$ cat config.mk
export PLATFORM = sky130hd
export DESIGN_NAME = ifu_fetch_ctrl
export DESIGN_NICKNAME = d
export VERILOG_FILES = /design/src/rtl/ifu_fetch_ctrl.sv
export SDC_FILE = /design/constraint.sdc
export NUM_CORES = 1
export LEC_CHECK = 0
export ABC_CLOCK_PERIOD_IN_PS = 2300
export BUFFER_PORTS_ARGS = -buffer_cell sky130_fd_sc_hd__buf_2
export CORE_ASPECT_RATIO = 0.7
export CORE_MARGIN = 2
export CORE_UTILIZATION = 48
export CTS_CLUSTER_DIAMETER = 120
export DETAILED_ROUTE_END_ITERATION = 10
export GPL_TIMING_DRIVEN = 0
export PLACE_DENSITY = 0.81
export SLEW_MARGIN = 20
export SYNTH_ARGS = -nofsm -noshare
export SYNTH_HDL_FRONTEND = slang
export SYNTH_SLANG_ARGS = --single-unit
$ cat constraint.sdc
create_clock -name i_clock -period 2.3 [get_ports i_clock]
set_input_delay 0.345 -clock i_clock [delete_from_list [all_inputs] [get_ports i_clock]]
set_output_delay 0.345 -clock i_clock [all_outputs]
set_load 0.03 [all_outputs]
$ cat src/rtl/ifu_fetch_ctrl.sv
// Instruction-fetch controller: issues one fetch at a time to the memory arbiter,
// forwards returned blocks to the ibuffer and handles redirects. Optional macro: IFU_FETCH_PERF_CNT_EN.
module ifu_fetch_ctrl #(
  parameter logic [63:0] RESET_PC    = 64'h0000_0000_8000_0000,
  parameter int unsigned FETCH_BYTES = 8
) (
  input  logic        i_clock,
  input  logic        i_reset,
  input  logic        i_fetch_inst,
  input  logic        i_fifo_empty,
  input  logic        i_mem_stall,
  input  logic        i_redirect_valid,
  input  logic [63:0] i_redirect_target,
  output logic        o_pc_index_valid,
  output logic [63:0] o_pc_index,
  input  logic        i_pc_index_ready,
  input  logic        i_pc_operation_done,
  output logic        o_ibuf_operation_done,
  output logic [63:0] o_ibuf_pc,
  output logic        o_clear_ibuffer,
  output logic        o_can_fetch_inst
`ifdef IFU_FETCH_PERF_CNT_EN
  ,
  output logic [31:0] o_perf_fetch_cnt,
  output logic [31:0] o_perf_redirect_cnt
`endif
);

  localparam logic [63:0] LP_PC_INC = 64'(FETCH_BYTES);

  typedef enum logic [1:0] {
    S_IDLE    = 2'd0,
    S_REQ     = 2'd1,
    S_WAIT    = 2'd2,
    S_DISCARD = 2'd3
  } state_t;

  state_t      r_state;
  state_t      w_state_next;
  logic [63:0] r_fetch_pc;
  logic [63:0] w_fetch_pc_next;
  logic        w_fetch_done;

  always_ff @(posedge i_clock) begin
    if (i_reset) begin
      r_state    <= S_IDLE;
      r_fetch_pc <= RESET_PC;
    end else begin
      r_state    <= w_state_next;
      r_fetch_pc <= w_fetch_pc_next;
    end
  end

  always_comb begin
    w_state_next    = r_state;
    w_fetch_pc_next = r_fetch_pc;
    case (r_state)
      S_IDLE: begin
        if (!i_redirect_valid && (i_fetch_inst || i_fifo_empty) && !i_mem_stall)
          w_state_next = S_REQ;
      end
      S_REQ: begin
        // An accepted request whose data is now stale must still be drained.
        if (i_redirect_valid)
          w_state_next = i_pc_index_ready ? S_DISCARD : S_IDLE;
        else if (i_pc_index_ready)
          w_state_next = S_WAIT;
      end
      S_WAIT: begin
        if (i_pc_operation_done) begin
          w_state_next = S_IDLE;
          if (!i_redirect_valid)
            w_fetch_pc_next = r_fetch_pc + LP_PC_INC;
        end else if (i_redirect_valid) begin
          w_state_next = S_DISCARD;
        end
      end
      S_DISCARD: begin
        if (i_pc_operation_done)
          w_state_next = S_IDLE;
      end
      default: w_state_next = S_IDLE;
    endcase
    if (i_redirect_valid)
      w_fetch_pc_next = i_redirect_target;
  end

  always_comb begin
    w_fetch_done          = (r_state == S_WAIT) && i_pc_operation_done
                            && !i_redirect_valid && !i_reset;
    o_pc_index_valid      = (r_state == S_REQ) && !i_reset;
    o_pc_index            = r_fetch_pc;
    o_ibuf_operation_done = w_fetch_done;
    o_ibuf_pc             = r_fetch_pc;
    o_clear_ibuffer       = i_redirect_valid;
    o_can_fetch_inst      = (r_state == S_IDLE) && !i_redirect_valid;
  end

`ifdef IFU_FETCH_PERF_CNT_EN
  logic [31:0] r_perf_fetch_cnt;
  logic [31:0] r_perf_redirect_cnt;

  always_ff @(posedge i_clock) begin
    if (i_reset) begin
      r_perf_fetch_cnt    <= 32'd0;
      r_perf_redirect_cnt <= 32'd0;
    end else begin
      if (w_fetch_done)
        r_perf_fetch_cnt <= r_perf_fetch_cnt + 32'd1;
      if (i_redirect_valid)
        r_perf_redirect_cnt <= r_perf_redirect_cnt + 32'd1;
    end
  end

  assign o_perf_fetch_cnt    = r_perf_fetch_cnt;
  assign o_perf_redirect_cnt = r_perf_redirect_cnt;
`endif

endmodule
==> metrics.yaml <==
pwr:
  p_leak_nw: 2.83
  p_per_area_nw_per_um2: 581
  ir_drop_uv: 463
  total_power_mw: 3.59
logic_synthesis:
  ys_seq_area_share_pct: 29.2
  synth-main-ff-cell: "dfxtp_1"
  yosys_warnings: 0
  synth.top_cell.area_share_pct: 29.2
  syn_nets: 629
  synth_cell_types: 54
  syn-cell-area_um2: 4520
  netlist_top_cells_area: "dfxtp_1 29%, buf_4 11%, nor2_1 5.9%"
  synth_edf_count: 0
  syn_inst: 556
  yosysTopAreaCell: "dfxtp_1"
  async_reset_ff_share_pct: 0
  synth-seq-cells: 66
  avgSynthCellArea_um2: 8.13
global_routing:
  grt_antenna_before_repair: 0
  grt.overflow.total: 0
  grt_pass1_wl_mm: 23.7
  grt_use_total_pct: 29.0
  grt_max_degree: 11
  grt_pass1_vias: 4658
run:
  max-cap-violations: 0
setup_path:
  crit_required_ns: 2.53
  criticalPathCategory: "reg -> reg"
  start_kind: "register"
  critPathMaxFanout: 6
  cp-end-kind: "register"
  critPathArrivalTime_ns: 2.48
finish:
  drive_above_1_share_pct: 42.6
  area_growth_pct: 36.7
  final_net_count: 848
  multiInputGateArea_um2: 2710
  antenna_cells: 0
  n_fill_cell: 808
  fin_area_um2: 6180
  seqCellArea_um2: 1340
  instances_no_fill: 903
  fin_util_pct: 67.9
sta:
  period_share_pct: 97.4
  setup_viol: 0
  worst_hold_slack_ns: 0.248
  setup_tns_ns: 0
  max-slew-margin-rel_pct: 52.7
  max_freq_ghz: 0.446
  hold_viol: 0
  clock_skew_ns: 0.00789
  drv_slew: 0
  worst_slew_pin_slew_ns: 0.710
  rsz0062_at_grt: "yes"
  setup_slack_ns: 0.0590
  fin_crit_ns: 2.24
placement:
  gp_congestion: 0.882
  post-place-ws_ns: -0.331
  place_inst: 881
  hpwlAfterDp_mm: 11.7
  portBuffers: 201
  placedInstanceArea_um2: 5690
routing:
  drt_iter0_markers: 422
  wire_per_inst_um: 17.1
  antenna_left: 0
  drc_errors: 0
  first_pass_iters: 6
  vias: 5222
  wirelength_mm: 15.5
  vias_per_cell: 5.78
clocking:
  htreeDepth: 3
  cts_root_buf: "clkbuf_16"
  cts_tree: "yes"
  ctsHoldBuffers: 0
  clock_latency_ns: 0.33
  numCtsBuffers: 9
  clk_pin_slew_worst_paths_ns: 0.05
  clock_sinks: 66
  clockBufferDepth: 2
floorplanning:
  rows: 29
  die_x_um: 120
  core_area_um2: 9110
  die_y_um: 85.2
  die-area_um2: 10200
  io-pin-count: 204
  start_util_pct: 49.6
hold_path:
  holdCritPathClass: "in -> reg"
outcome:
  status: "complete, no violations"
-- path summary, 6_finish.rpt --
kind / start / depth (start not counted) / endpoint / slack [ns]
worst max-delay path: o_ibuf_pc[32]$_SDFFE_PP0N_ / 5 / o_ibuf_pc[49]$_SDFFE_PP0N_ / 0.06
worst min-delay path: i_redirect_target[10] / 3 / o_ibuf_pc[10]$_SDFFE_PP0N_ / 0.25
worst max register to register: o_ibuf_pc[32]$_SDFFE_PP0N_ / 5 / o_ibuf_pc[49]$_SDFFE_PP0N_ / 0.06
worst min register to register: o_ibuf_pc[1]$_SDFFE_PP0P_ / 2 / o_ibuf_pc[1]$_SDFFE_PP0P_ / 0.54
-- sequential cells by signal (all words and copies together) (netlist names) --
register,count
o_ibuf_pc,64
r_state,2
-- layer usage --
| metal | up-vias | wire, µm | global-route usage [%] |
|---|---|---|---|
| li1 | 2453 | - | - |
| met5 | - | 0 | 0 |
| met3 | 29 | 1630 | 6.79 |
| met2 | 330 | 6870 | 46.4 |
| met1 | 2410 | 6710 | 40.1 |
| met4 | 0 | 254 | 6.20 |
-- placed cells by master (no fill, tap or decap), types with 6 or more instances in the layout --
cell type,Yosys,layout
xnor2_1,12,12
o31ai_1,12,12
inv_1,11,11
nor2_1,71,69
nand4_1,28,28
nor3_1,15,13
a311oi_1,18,18
mux2i_1,7,7
clkbuf_1,19,19
buf_2,1,202
buf_4,65,73
or4_1,14,14
clkbuf_16,0,9
xor2_1,25,25
nand2_1,38,35
dfxtp_2,0,11
a21oi_1,7,7
nor4_1,10,7
nand3_1,28,26
a211oi_1,30,30
and4_1,10,10
and3_1,6,6
dfxtp_1,66,55
-- cell usage after synthesis (3+ instances only) --
| library cell | n |
|---|---|
| a211oi_1 | 30 |
| a21oi_1 | 7 |
| a311oi_1 | 18 |
| and2_1 | 3 |
| and3_1 | 6 |
| and4_1 | 10 |
| buf_1 | 4 |
| buf_4 | 65 |
| clkbuf_1 | 19 |
| dfxtp_1 | 66 |
| inv_1 | 11 |
| mux2i_1 | 7 |
| nand2_1 | 38 |
| nand3_1 | 28 |
| nand4_1 | 28 |
| nand4_4 | 3 |
| nor2_1 | 71 |
| nor3_1 | 15 |
| nor4_1 | 10 |
| nor4_4 | 3 |
| nor4b_1 | 5 |
| o211ai_1 | 4 |
| o21ai_0 | 5 |
| o31ai_1 | 12 |
| or3_1 | 4 |
| or4_1 | 14 |
| xnor2_1 | 12 |
| xor2_1 | 25 |
-- critical path: stages, from the launching register on --
cell and delay, ns:
dfxtp_1 0.47, nand4_1 0.29, nor3_2 0.40, nand4_1 0.27, or4_1 0.46, a311oi_1 0.26
-- logic make-up after synthesis --
logic type,share of synthesized area [%]
compound gates,15.0
buf+inv,14.1
flops,29.2
mux,1.80
fa+ha+maj,0.277
xor+xnor,7.17
simple gates,32.5
-- what timing repair did --
action                     CTS  global route
setup endpoints to repair   32            23
pin swaps                    4             6
gates resized for setup     18            21
buffers inserted             4             4
-- report_power, final --
| part | switching (mW) | internal, mW | total [mW] |
|---|---|---|---|
| Clock | 0.485 | 0.859 | 1.34 |
| Sequential | 0.146 | 1.23 | 1.37 |
| Combinational | 0.550 | 0.328 | 0.878 |
-- layout make-up --
cell class,instances,area share (%)
repair buffers,209,17.2
inverters,12,0.728
plain buffers,89,9.53
well taps,124,2.51
multi-input cells,388,43.8
clock buffers,12,3.99
clock inverters,3,0.648
flip-flops and latches,66,21.6
No activity file was read; power rests on OpenSTA's default activity.
